==> config.mk <==
export PLATFORM = sky130hd
export DESIGN_NAME = rf_wb_scheduler
export DESIGN_NICKNAME = d
export VERILOG_FILES = /design/src/rtl/rf_pkg.sv /design/src/rtl/rf_wb_scheduler_rr_arbiter.sv /design/src/rtl/rf_wb_scheduler.sv
export SDC_FILE = /design/constraint.sdc
export NUM_CORES = 1
export LEC_CHECK = 0
export BUFFER_PORTS_ARGS = -buffer_cell sky130_fd_sc_hd__buf_2
export CAP_MARGIN = 20
export CORE_AREA = 2 2 106 87
export CTS_BUF_LIST = sky130_fd_sc_hd__clkbuf_16
export CTS_CLUSTER_DIAMETER = 30
export DETAILED_ROUTE_END_ITERATION = 10
export DIE_AREA = 0 0 108 89
export GPL_TIMING_DRIVEN = 0
export PLACE_DENSITY = 0.72
export SLEW_MARGIN = 30
export SYNTH_ARGS = -nofsm -noshare
export SYNTH_HDL_FRONTEND = slang
export SYNTH_SLANG_ARGS = --single-unit
==> constraint.sdc <==
create_clock -name clk -period 6.2 [get_ports clk]
set_input_delay 0.31 -clock clk [delete_from_list [all_inputs] [get_ports clk]]
set_output_delay 0.31 -clock clk [all_outputs]
set_load 0.02 [all_outputs]
==> src/rtl/rf_pkg.sv <==
// Shared constants, types and helpers for the register-file write-back scheduler.
package rf_pkg;
  localparam int NREQ     = 3;
  localparam int ADDR_W   = 5;
  localparam int DATA_W   = 4;
  localparam int LANES    = 2;
  localparam int NREGS    = 24;
  localparam int SCA_REGS = 16;
  localparam int VEC_BASE = 16;

  typedef logic [DATA_W-1:0]            sca_t;
  typedef logic [LANES-1:0][DATA_W-1:0] vec_t;

  typedef struct packed {
    logic [ADDR_W-1:0] addr;
    sca_t              sca;
    vec_t              vec;
  } wb_req_t;

  function automatic logic in_range(input logic [ADDR_W-1:0] addr);
    return addr < ADDR_W'(NREGS);
  endfunction

  function automatic logic is_vec(input logic [ADDR_W-1:0] addr);
    return (addr >= ADDR_W'(VEC_BASE)) && (addr < ADDR_W'(NREGS));
  endfunction
endpackage

==> src/rtl/rf_wb_scheduler_rr_arbiter.sv <==
// Round-robin arbiter: one-hot grant to the first requester at or after ptr.
module rr_arbiter #(
  parameter int NREQ = 3
) (
  input  logic            clk,
  input  logic            rst,
  input  logic [NREQ-1:0] req,
  output logic [NREQ-1:0] grant
);
  localparam int PW = (NREQ > 1) ? $clog2(NREQ) : 1;

  logic [PW-1:0] ptr, gidx;
  logic          found;
  int            idx;

  always_comb begin
    grant = '0;
    gidx  = '0;
    found = 1'b0;
    idx   = 0;
    for (int k = 0; k < NREQ; k++) begin
      idx = (int'(ptr) + k) % NREQ;
      if (!found && req[PW'(idx)]) begin
        grant[PW'(idx)] = 1'b1;
        gidx            = PW'(idx);
        found           = 1'b1;
      end
    end
  end

  always_ff @(posedge clk or negedge rst) begin
    if (!rst)       ptr <= '0;
    else if (found) ptr <= (gidx == PW'(NREQ - 1)) ? '0 : gidx + 1'b1;
  end
endmodule

==> src/rtl/rf_wb_scheduler.sv <==
// Write-back port scheduler with pending-write scoreboard.
// Optional RF_WB_BYPASS_EN exposes the staged write as a forwarding path.
module rf_wb_scheduler
  import rf_pkg::*;
(
  input  logic                          clk,
  input  logic                          rst,
  input  logic [NREQ-1:0]               req_valid,
  output logic [NREQ-1:0]               req_ready,
  input  logic [NREQ-1:0][ADDR_W-1:0]   req_addr,
  input  sca_t [NREQ-1:0]               req_sca,
  input  vec_t [NREQ-1:0]               req_vec,
  output logic                          rf_we,
  output logic [ADDR_W-1:0]             rf_a3,
  output sca_t                          rf_wd_sca,
  output vec_t                          rf_wd_vec,
  input  logic                          iss_set,
  input  logic [ADDR_W-1:0]             iss_addr,
  input  logic [ADDR_W-1:0]             q_addr1,
  input  logic [ADDR_W-1:0]             q_addr2,
  output logic                          busy1,
  output logic                          busy2,
  output logic                          stall,
`ifdef RF_WB_BYPASS_EN
  output logic                          byp_hit1,
  output logic                          byp_hit2,
  output sca_t                          byp_sca,
  output vec_t                          byp_vec,
`endif
  output logic                          err
);
  logic [NREQ-1:0]  grant;
  logic             fire;
  wb_req_t          sel;
  logic [NREGS-1:0] busy, busy_nxt;
  logic             raw1, raw2, iss_busy;

  rr_arbiter #(.NREQ(NREQ)) u_arb (
    .clk   (clk),
    .rst   (rst),
    .req   (req_valid),
    .grant (grant)
  );

  assign req_ready = grant;
  assign fire      = |grant;

  always_comb begin
    sel = '0;
    for (int i = 0; i < NREQ; i++)
      if (grant[i]) sel = '{addr: req_addr[i], sca: req_sca[i], vec: req_vec[i]};
  end

  // Out-of-range writes are consumed but never reach the file.
  always_ff @(posedge clk or negedge rst) begin
    if (!rst) begin
      rf_we     <= 1'b0;
      rf_a3     <= '0;
      rf_wd_sca <= '0;
      rf_wd_vec <= '0;
      err       <= 1'b0;
    end else begin
      rf_we <= fire && in_range(sel.addr);
      if (fire) begin
        if (in_range(sel.addr)) begin
          rf_a3     <= sel.addr;
          rf_wd_sca <= is_vec(sel.addr) ? '0 : sel.sca;
          rf_wd_vec <= is_vec(sel.addr) ? sel.vec : '0;
        end else begin
          err <= 1'b1;
        end
      end
    end
  end

  // Clear first so a same-edge set of the committed register wins.
  always_comb begin
    busy_nxt = busy;
    if (rf_we && in_range(rf_a3))       busy_nxt[rf_a3]    = 1'b0;
    if (iss_set && in_range(iss_addr)) busy_nxt[iss_addr] = 1'b1;
  end

  always_ff @(posedge clk or negedge rst) begin
    if (!rst) busy <= '0;
    else      busy <= busy_nxt;
  end

  assign raw1     = in_range(q_addr1)  && busy[q_addr1];
  assign raw2     = in_range(q_addr2)  && busy[q_addr2];
  assign iss_busy = in_range(iss_addr) && busy[iss_addr];

`ifdef RF_WB_BYPASS_EN
  assign byp_hit1 = rf_we && (rf_a3 == q_addr1);
  assign byp_hit2 = rf_we && (rf_a3 == q_addr2);
  assign byp_sca  = rf_wd_sca;
  assign byp_vec  = rf_wd_vec;
  assign busy1    = raw1 && !byp_hit1;
  assign busy2    = raw2 && !byp_hit2;
`else
  assign busy1    = raw1;
  assign busy2    = raw2;
`endif

  assign stall = busy1 | busy2 | (iss_set & iss_busy);
endmodule

==> results of run 1 <==
cells by family after synthesis:
| group | synth area share [%] |
|---|---|
| AO/OA/AOI/OAI | 23.98 |
| buffers and inverters | 3.984 |
| multiplexers | 18.15 |
| AND/OR/NAND/NOR | 16.81 |
| adder cells (fa/ha/maj) | 1.578 |
| flip-flops | 35.50 |
placed cells by master, fill, tap and decap left out, drive strengths merged, types with 3 or more instances in the layout:
cell and count:
dfrtp 45, nand2b 4, o21ai 56, clkbuf 16
nor3 6, a22o 12, mux4 20, or3 5
buf 95, nand2 12, mux2i 5, nand3b 8
nand3 20, inv 12, ha 4, a31o 3
mux2 6, nor2 34, o22ai 3, a21oi 35
nor4 3
area by class of cell:
class	count	area, um^2	share of cell area [%]
Timing Repair Buffer	90	452.9	11.54
Tap cell	112	140.1	3.570
Buffer	16	77.57	1.976
Inverter	13	48.80	1.243
Clock inverter	2	35.03	0.8926
Clock buffer	5	125.1	3.188
Sequential cell	45	1126	28.69
Multi-Input combinational cell	261	1919	48.90
metal layers:
metal  vias to the layer above  share of wire (%)  global-route usage, %
li1                       1467                  -                      -
met1                      1526                 43                  24.98
met3                        15                6.1                  2.187
met4                         0                1.5                  5.944
met5                         -                  0                      0
met2                       132                 50                  34.71
sequential cells by signal, summed over array words and instances (netlist names):
register	cells
busy	24
rf_wd_vec	8
rf_a3	5
rf_wd_sca	4
u_arb.ptr	2
err	1
rf_we	1
stage by stage:
stage | util [%] | setup slack, ns | area, um^2 | instances
after floorplan | - | 3.456 | 3172 | 335
after global placement | 44.55 | 3.156 | 3762 | 537
after detailed placement | 44.58 | 3.070 | 3765 | 537
after CTS | 46.47 | 2.896 | 3925 | 544
after global routing | 46.47 | 2.725 | 3925 | 544
final | 46.47 | 2.863 | 3925 | 544
power by group through the flow:
stage,Sequential [uW],Combinational [uW],Clock (uW)
2_1_floorplan,541,863,0
3_3_place_gp,525,1160,0
4_1_cts,530,1200,304
6_report,533,1210,297
3_5_place_dp,531,1200,0
5_1_grt,550,1330,316
final timing paths:
| path | start | to | slack (ns) | cells past startpoint |
|---|---|---|---|---|
| max | u_arb.ptr[1] | req_ready[0] | 2.86 | 9 |
| min | rst | busy[0] | 0.02 | 1 |
| max reg2reg | u_arb.ptr[1] | rf_a3[1] | 3.06 | 11 |
| min reg2reg | err | err | 0.49 | 1 |
| max in group asynchronous | rst | rf_wd_sca[3] | 5.78 | 1 |
| min in group clk | req_vec[19] | rf_wd_vec[3] | 0.39 | 4 |
==> results by group, run 1 <==
Run status
  – Outcome: completed

Floorplan
  – Core Box Area: 8446 um^2
  – Starting density of the core: 37.56%
  – IO Count: 97
  – Chip width: 108 um
  – Height of the die: 89 um
  – Die area: 9612 um^2
  – Rows: 30

Global route
  – GRT Util Overall: 19.39%
  – Global route total overflow: 0
  – Initial antenna violation count: 0
  – Largest net degree at the start of global routing: 46
  – Vias in the first global route: 3,123
  – First-pass GRT wire length: 14.74 mm

Power
  – Sequential Power Share: 26.1%
  – LEAKAGE: 0.001705 uW
  – PD cells: 519.6 nW/um^2
  – Pint: 1113 uW
  – Total power: 2039 uW
  – Power share of the clock group: 14.6%
  – NetSw: 926.4 uW
  – Comb pwr share: 59.3%
  – Maximum VDD drop: 0.2277 mV
  – Sw frac: 45.42%

STA
  – Relative slew margins: 56.57%
  – Slew Limit Fails: 0
  – Number of setup violations in the final report: 0
  – Hold slack: 0.02066 ns
  – Final period util: 53.82%
  – Period minus WS final: 3.337 ns
  – Setup Skew: 0.008153 ns
  – Worst Tran Pin Value: 0.6479 ns
  – Final Hold Viols: 0
  – Fmax: 0.2997 GHz
  – Setup TNS: 0 ns
  – RSZ-0062 raised after global routing: no

Clock network
  – Post-CTS Resized: 0
  – Worst-skew pair later-pin latency: 0.29 ns
  – Deepest clock path buffer count: 2
  – Clk root buf: clkbuf_16
  – CTS Sinks: 45
  – TritonCTS clock tree: done
  – CTS H-tree lvls: 2
  – Hold buffers post-CTS: 0
  – Total CTS buffers: 5
  – Post-CTS Setup Bufs: 0
  – CTS clk-pin slew, worst paths: 0.06 ns

Placed design
  – HPWL after DPL: 6.763 mm
  – Port bufs: 90
  – RePlAce Congestion: 0.8979

Yosys
  – FFs w/ async S/R, synth: 100.0%
  – Library cells used by synthesis: 54
  – Synthesized Nets: 411
  – Yosys Warn Count: 0
  – Area contributors post-synth: dfrtp_1, mux4_2, o21ai_0, a21oi_1, nor2_1
  – Most common cell in the netlist: o21ai_0
  – Post-synth top area share: 35.50%
  – Prevailing post-synth register cell: dfrtp_1
  – Yosys top cell by area: dfrtp_1
  – Sequential share of the synthesized area: 35.50%
  – Synthesized flop and latch total: 45
  – Syn Inst Count: 335
  – Commonest cells post-synth: o21ai_0, dfrtp_1, nor2_1
  – Synthesized area per cell: 9.468 um^2
  – Post-synth EDFFs: 0
  – Post-synthesis cell area: 3172 um^2

Layout
  – Layout area overhead: 23.75%
  – Fill cells: 820
  – Antenna Cells: 0
  – Final #Nets: 508
  – Fraction of layout cells with a size suffix above 1: 31.48%

Detailed routing
  – Vias: 3,140
  – Antenna-violating nets left: 0
  – Number of remaining DRC errors: 0
  – Vias per cell: 5.772
  – Pre-Repair DR Iteration Count: 5
  – Detailed router's first-iteration violation count: 214
  – Aggregate routed wire length: 9.033 mm
  – Post-DR wirelength/cell: 16.60 um

Worst setup path
  – Critical path type: reg2out
  – Critical Path Fanout Max: 10
  – CP endpoint kind: primary output
  – Worst path required time: 5.89 ns
  – Worst path slowest cell: dfrtp_1
  – Type of origin of the critical path: flip-flop
  – WP buf/inv: 4
  – CP arrival: 3.03 ns
  – Critical-path cell list: inv_1 -> ha_1 -> buf_4 -> mux2_4 -> nor4_2 -> o21ai_1 -> a21oi_4 -> clkbuf_1 -> buf_2
  – Max incr delay on CP: 0.41 ns
  – Critical path's top delay family: buffers and inverters

Run
  – # Max-Cap Violations: 0

Min path
  – Hold WC Path Type: in2async
(Power assumes the default switching activity.)
==> run 2, diff against run 1 <==
Settings changed: ABC_AREA set to 1, CORE_AREA 2 2 106 87 to 2 2 105 87, DIE_AREA 0 0 108 89 to 0 0 107 89, PLACE_DENSITY 0.72 to 0.74.
Clock period 6.2 ns to 2.85 ns, I/O delays scaled along.
==> run 2 against run 1 <==
Against the previous run:
- die area shrank 0.93%
- largest power group unchanged
- area after synthesis is 1.7% lower
- power increased by 120%
- largest cell class unchanged
- synthesized cell count rose by 37%
- register-to-register slack got worse by 2.7 ns
- first-iteration DRC count rose by 45%
- worst hold slack improved by 0.18 ns
- critical endpoint is now rf_wd_vec[2]
- via count is 16% higher
- highest routed layer unchanged
- clock-buffer cell count stayed put
==> results by group, run 2 <==
Power
  – LEAKAGE: 0.001907 uW (+12%)
  – PD cells: 1166 nW/um^2 (+120%)
  – Maximum VDD drop: 0.6138 mV (+170%)

Worst setup path
  – Worst path required time: 3.08 ns (-2.81 ns)
  – Type of origin of the critical path: flip-flop
  – R2r endpoint: rf_wd_vec[2]
  – FF-to-FF setup slack: 0.37 ns (-2.69 ns)
  – Critical Path Fanout Max: 10 (unchanged)
  – Worst r2r src: u_arb.ptr[0]
  – Crit path from: u_arb.ptr[0]
  – CP endpoint kind: flip-flop
  – CP endpoint: rf_wd_vec[2]
  – Critical path type: reg2reg
  – Worst R2R Path Depth: 16 (+5)
  – CP arrival: 2.71 ns (-0.32 ns)

Floorplan
  – Die area: 9523 um^2 (-0.93%)
  – Chip width: 107 um (-0.93%)
  – Height of the die: 89 um (unchanged)
  – IO Count: 97 (unchanged)
  – Rows: 30 (unchanged)
  – Starting density of the core: 37.26% (-0.29 points)
  – Core Box Area: 8371 um^2 (-0.89%)

Yosys
  – Most common cell in the netlist: nand2_1
  – Prevailing post-synth register cell: dfrtp_1
  – Synthesized flop and latch total: 45 (unchanged)
  – Post-synth EDFFs: 0 (unchanged)
  – Area contributors post-synth: dfrtp_1, nand2_1, o21ai_0, a21oi_1, nand3_1
  – Yosys Warn Count: 0 (unchanged)
  – Synthesized Nets: 535 (+30%)
  – Sequential share of the synthesized area: 36.10% (+0.60 points)
  – Yosys top cell by area: dfrtp_1
  – Synthesized area per cell: 6.796 um^2 (-28%)
  – Syn Inst Count: 459 (+37%)
  – Post-synthesis cell area: 3119 um^2 (-1.7%)
  – Commonest cells post-synth: nand2_1, o21ai_0, dfrtp_1
  – Library cells used by synthesis: 29 (-46%)
  – FFs w/ async S/R, synth: 100.0% (unchanged)
  – Post-synth top area share: 36.10% (+0.60 points)

Run status
  – Outcome: completed

Layout
  – Fraction of layout cells with a size suffix above 1: 22.60% (-8.9 points)
  – Biggest regs: busy (24), rf_wd_vec (8), rf_a3 (5)
  – Final Cell Area: 3910 um^2 (-0.38%)
  – Finished Layout Cells: 674 (+24%)
  – Largest reg by FF count: busy
  – Antenna Cells: 0 (unchanged)
  – Commonest non-fill, non-tap cell in the layout: nand2_1
  – Layout area overhead: 25.35%
  – Largest register FFs: 24 (unchanged)
  – Final #Nets: 637 (+25%)
  – Commonest cells after routing, fill and taps aside: nand2_1, buf_2, o21ai_0

Detailed routing
  – Pre-Repair DR Iteration Count: 5 (unchanged)
  – Aggregate routed wire length: 9.419 mm (+4.3%)
  – Number of remaining DRC errors: 0 (unchanged)
  – Vias per cell: 5.384 (-6.7%)
  – Antenna-violating nets left: 0 (unchanged)
  – Vias: 3,629 (+16%)
  – Detailed router's first-iteration violation count: 310 (+45%)
  – Post-DR wirelength/cell: 13.97 um (-16%)

Clock network
  – Worst-skew pair later-pin latency: 0.29 ns (about the same)
  – Deepest clock path buffer count: 2 (unchanged)
  – TritonCTS clock tree: done
  – CTS Sinks: 45 (unchanged)
  – Post-CTS Setup Bufs: 0 (unchanged)
  – Post-CTS Resized: 0 (unchanged)
  – CTS H-tree lvls: 2 (unchanged)
  – Total CTS buffers: 5 (unchanged)
  – CTS clk-pin slew, worst paths: 0.06 ns (about the same)
  – Hold buffers post-CTS: 0 (unchanged)
  – Clk root buf: clkbuf_16

STA
  – Fmax: 0.4028 GHz
  – Final Hold Viols: 0 (unchanged)
  – Worst Tran Pin Value: 0.5627 ns (-0.08520 ns)
  – Slew Limit Fails: 0 (unchanged)
  – Period minus WS final: 2.483 ns
  – RSZ-0062 raised after global routing: no
  – Number of setup violations in the final report: 0 (unchanged)
  – Final period util: 87.11%
  – Relative slew margins: 62.49% (+5.9 points)
  – Setup Skew: 0.008198 ns (+0.00004497 ns)
  – Setup TNS: 0 ns (unchanged)

Global route
  – Global route total overflow: 0 (unchanged)
  – Initial antenna violation count: 0 (unchanged)
  – Largest net degree at the start of global routing: 46 (unchanged)
  – GRT Util Overall: 20.70% (+1.3 points)
  – First-pass GRT wire length: 15.71 mm (+6.6%)
  – Vias in the first global route: 3,461 (+11%)

Placed design
  – RePlAce Congestion: 0.9931 (+11%)
  – Area after DPL: 3730 um^2 (-0.93%)
  – HPWL after DPL: 7.363 mm (+8.9%)
  – Port bufs: 94 (+4.4%)
  – Placed cell count: 665 (+24%)

Run
  – # Max-Cap Violations: 0 (unchanged)

Min path
  – Hold WC Path Type: in2reg
run 2: cell count changes after synthesis, moves of 6 or more:
cell and delta:
nand2_1 +92, a22o_1 -11, inv_1 +27, nand3_1 +18
o211ai_1 +18, a22oi_1 +6, mux4_2 -20, inv_2 +6
o21ai_0 +19, a21oi_1 +11, nand3b_1 -8
run 2: area by class of cell:
| cell class | count | area [um^2] |
|---|---|---|
| inverter | 45 | 168.9 |
| sequential | 45 | 1126 |
| tap | 112 | 140.1 |
| fill | 840 | 4461 |
| timing repair buffer | 95 | 483.0 |
| multi-input combinational | 356 | 1763 |
| clock buffer | 5 | 125.1 |
| clock inverter | 3 | 42.54 |
| buffer | 13 | 61.31 |
run 2: power breakdown:
part	internal (uW)	leakage (uW)	switching, uW
Combinational	916	0.00129	1820
Clock	411	0.0000852	231
Sequential	910	0.000531	267
Total	2240	0.00191	2320
run 2: per-layer routing:
layer | track usage [%] | part of all wire [%] | vias to the layer above
met4 | 5.667 | 1.5 | 0
met2 | 34.80 | 44 | 183
met1 | 27.19 | 45 | 1654
met5 | 0 | 0 | -
li1 | - | - | 1775
met3 | 4.738 | 9.3 | 17
run 2: how the worst min path moves through the flow:
stage                      from      endpoint  cells after the start
finish              req_addr[2]      rf_a3[2]                      5
global route         req_vec[5]  rf_wd_vec[5]                      5
CTS                         rst  rf_wd_vec[2]                      1
detailed placement          rst  rf_wd_vec[2]                      1
global placement            rst  rf_wd_vec[2]                      1
floorplan                   rst       busy[0]                      0
run 2: logic make-up after synthesis:
group | count (synthesis) | share of synthesized area (%)
simple gates | 198 | 27.36
flops | 45 | 36.10
buf+inv | 58 | 7.381
compound gates | 154 | 27.56
fa+ha+maj | 4 | 1.605
run 2: worst max-delay path: stages (launching register included):
cell	delay, ns
dfrtp_1	0.37
inv_1	0.09
ha_1	0.39
inv_2	0.10
nand2_1	0.06
nand3_1	0.07
nand2_1	0.09
nand3_1	0.07
nand2_1	0.10
inv_2	0.09
nand2_4	0.09
nor2_2	0.21
buf_2	0.25
nand2_1	0.07
a21oi_1	0.17
nand3_1	0.11
nand2_1	0.09
run 2: metrics by stage:
step           total power (uW)  setup slack (ns)  hold WS (ns)  util [%]
4_1_cts                    4564            0.3882       0.05936     46.56
3_5_place_dp               3893            0.4103        0.3671     44.56
6_report                   4558            0.3673        0.1984     46.71
5_1_grt                    5025           0.07537        0.2288     46.71
2_1_floorplan              3114            0.6473       -0.1531         -
3_3_place_gp               3819            0.4724        0.3494     44.56
==> run 3, diff against run 2 <==
Settings changed: CORE_AREA 2 2 105 87 to 10 10 113 95, DIE_AREA 0 0 107 89 to 0 0 123 105.
==> run 3 against run 2 <==
Against the previous run:
- worst hold slack gained 0.0030 ns
- global-route usage fell by 5.1 points
- power shrank 1.2%
- sequential share of layout area increased by 0.19 points
- flip-flop and latch count is the same
- via count increased by 0.50%
- critical endpoint is now rf_wd_vec[3]
==> results by group, run 3 (same netlist as run 2, synthesis figures left out) <==
STA
  – Final Worst Setup Slack: 0.3275 ns (-0.03979 ns)
  – Worst Tran Pin Value: 0.5583 ns (-0.004393 ns)
  – Final period util: 88.51% (+1.4 points)
  – Final Hold Viols: 0 (unchanged)
  – Period minus WS final: 2.522 ns (+0.03979 ns)
  – Fmax: 0.3964 GHz (-1.6%)
  – Setup TNS: 0 ns (unchanged)
  – Hold slack: 0.2014 ns (+0.002950 ns)
  – Slew Limit Fails: 0 (unchanged)
  – Setup Skew: 0.005397 ns (-0.002801 ns)
  – Relative slew margins: 62.45% (about the same)
  – Number of setup violations in the final report: 0 (unchanged)
  – RSZ-0062 raised after global routing: no

Floorplan
  – Rows: 30 (unchanged)
  – Chip width: 123 um (+15%)
  – IO Count: 97 (unchanged)
  – Height of the die: 105 um (+18%)
  – Core Box Area: 8371 um^2 (unchanged)
  – Die area: 12,920 um^2 (+36%)
  – Starting density of the core: 37.26% (unchanged)

Worst setup path
  – Type of origin of the critical path: flip-flop
  – Max incr delay on CP: 0.38 ns (about the same)
  – Worst path required time: 3.07 ns (about the same)
  – CP endpoint kind: flip-flop
  – Worst path slowest cell: dfrtp_1
  – WP buf/inv: 3 (-1)
  – Most frequent CP cell: nand2_1
  – CP arrival: 2.75 ns (+0.04 ns)
  – Critical path's top delay family: simple AND/OR/NAND/NOR gates
  – Critical-path cell list: inv_1 -> ha_1 -> inv_2 -> nand3_1 -> nand2_1 -> nand2_1 -> nand4_1 -> nand2_4 -> nor2_2 -> buf_2 -> nand2_1 -> a21oi_1 -> nand3_1 -> nand2_1
  – Worst r2r src: u_arb.ptr[0]
  – Worst R2R Path Depth: 14 (-2)
  – Critical Path Fanout Max: 10 (unchanged)
  – FF-to-FF setup slack: 0.33 ns (-0.04 ns)
  – Critical path type: reg2reg
  – R2r endpoint: rf_wd_vec[3]

Global route
  – Initial antenna violation count: 0 (unchanged)
  – First-pass GRT wire length: 16.87 mm (+7.4%)
  – Global route total overflow: 0 (unchanged)
  – GRT Util Overall: 15.58% (-5.1 points)
  – Largest net degree at the start of global routing: 46 (unchanged)
  – Vias in the first global route: 3,551 (+2.6%)

Layout
  – Antenna Cells: 0 (unchanged)
  – Commonest non-fill, non-tap cell in the layout: nand2_1
  – Largest reg by FF count: busy
  – Fraction of layout cells with a size suffix above 1: 22.78% (+0.18 points)
  – Largest register FFs: 24 (unchanged)
  – Commonest cells after routing, fill and taps aside: nand2_1, buf_2, o21ai_0
  – Biggest regs: busy (24), rf_wd_vec (8), rf_a3 (5)
  – Layout area overhead: 24.55%
  – Layout Utilization: 46.41% (-0.30 points)
  – Final #Nets: 637 (unchanged)

Detailed routing
  – Vias per cell: 5.411 (+0.50%)
  – Pre-Repair DR Iteration Count: 5 (unchanged)
  – Aggregate routed wire length: 10.49 mm (+11%)
  – Vias: 3,647 (+0.50%)
  – Post-DR wirelength/cell: 15.56 um (+11%)
  – Detailed router's first-iteration violation count: 243 (-22%)
  – Number of remaining DRC errors: 0 (unchanged)
  – Antenna-violating nets left: 0 (unchanged)

Placed design
  – Pre-CTS setup slack: 0.3669 ns (-0.04341 ns)
  – HPWL after DPL: 8.295 mm (+13%)
  – Port bufs: 94 (unchanged)
  – RePlAce Congestion: 0.9524 (-4.1%)

Power
  – LEAKAGE: 0.001892 uW (-0.82%)
  – Maximum VDD drop: 0.5865 mV (-4.4%)
  – PD cells: 1160 nW/um^2 (-0.52%)

Clock network
  – CTS clk-pin slew, worst paths: 0.06 ns (about the same)
  – CTS Sinks: 45 (unchanged)
  – Deepest clock path buffer count: 2 (unchanged)
  – Worst-skew pair later-pin latency: 0.29 ns (about the same)
  – TritonCTS clock tree: done
  – Clk root buf: clkbuf_16
  – Total CTS buffers: 5 (unchanged)
  – Post-CTS Setup Bufs: 0 (unchanged)
  – CTS H-tree lvls: 2 (unchanged)

Min path
  – HP Start: req_vec[1]
  – Worst hold path depth: 5 (unchanged)
  – Hold WC Path Type: in2reg
  – WHS Endpoint: rf_wd_vec[1]

Run status
  – Outcome: completed

Run
  – # Max-Cap Violations: 0 (unchanged)
[run 3: per-layer routing]
layer | global-route usage [%] | up-vias | wire length [um]
li1 | - | 1773 | -
met1 | 20.05 | 1705 | 4557
met2 | 24.37 | 157 | 4777
met3 | 5.702 | 12 | 1076
met4 | 3.239 | 0 | 75
met5 | 0 | - | 0
[run 3: worst min-delay path, cell delays in order]
cell and delay [ns]:
buf_2 0.10, nand2_1 0.05, a21oi_1 0.05, nand3_1 0.06, nand2_1 0.05
[run 3: stage by stage]
stage	area [um^2]	power [uW]	cells
2_1_floorplan	3119	3114	459
3_3_place_gp	3730	3841	665
3_5_place_dp	3730	3922	665
4_1_cts	3872	4502	673
5_1_grt	3885	4929	674
6_report	3885	4506	674
[run 3: area by class of cell]
| type | count | area [um^2] |
|---|---|---|
| Buffer | 13 | 61.31 |
| Timing Repair Buffer | 95 | 483.0 |
| Sequential cell | 45 | 1126 |
| Tap cell | 112 | 140.1 |
| Inverter | 45 | 168.9 |
| Clock inverter | 3 | 17.52 |
| Multi-Input combinational cell | 356 | 1763 |
| Fill cell | 867 | 4486 |
| Clock buffer | 5 | 125.1 |
[run 3: worst max path at each step]
stage | start | to | cells after the start
final | u_arb.ptr[0] | rf_wd_vec[3] | 14
after global routing | u_arb.ptr[0] | rf_wd_vec[3] | 16
after CTS | u_arb.ptr[0] | rf_wd_vec[3] | 14
after detailed placement | u_arb.ptr[0] | rf_wd_vec[3] | 14
after global placement | u_arb.ptr[0] | rf_wd_sca[1] | 16
after floorplan | u_arb.ptr[0] | rf_a3[1] | 16
[run 3: power by group]
group | internal (uW) | leakage, uW | switching [uW] | total [uW]
Sequential | 910 | 0.000531 | 279 | 1190
Clock | 321 | 0.0000696 | 235 | 556
Combinational | 916 | 0.00129 | 1840 | 2760
[run 3: repair_timing]
action / in CTS / in global routing
hold endpoints to repair: 0 / 45
hold buffers: 0 / 1
gates resized for setup: 0 / 0
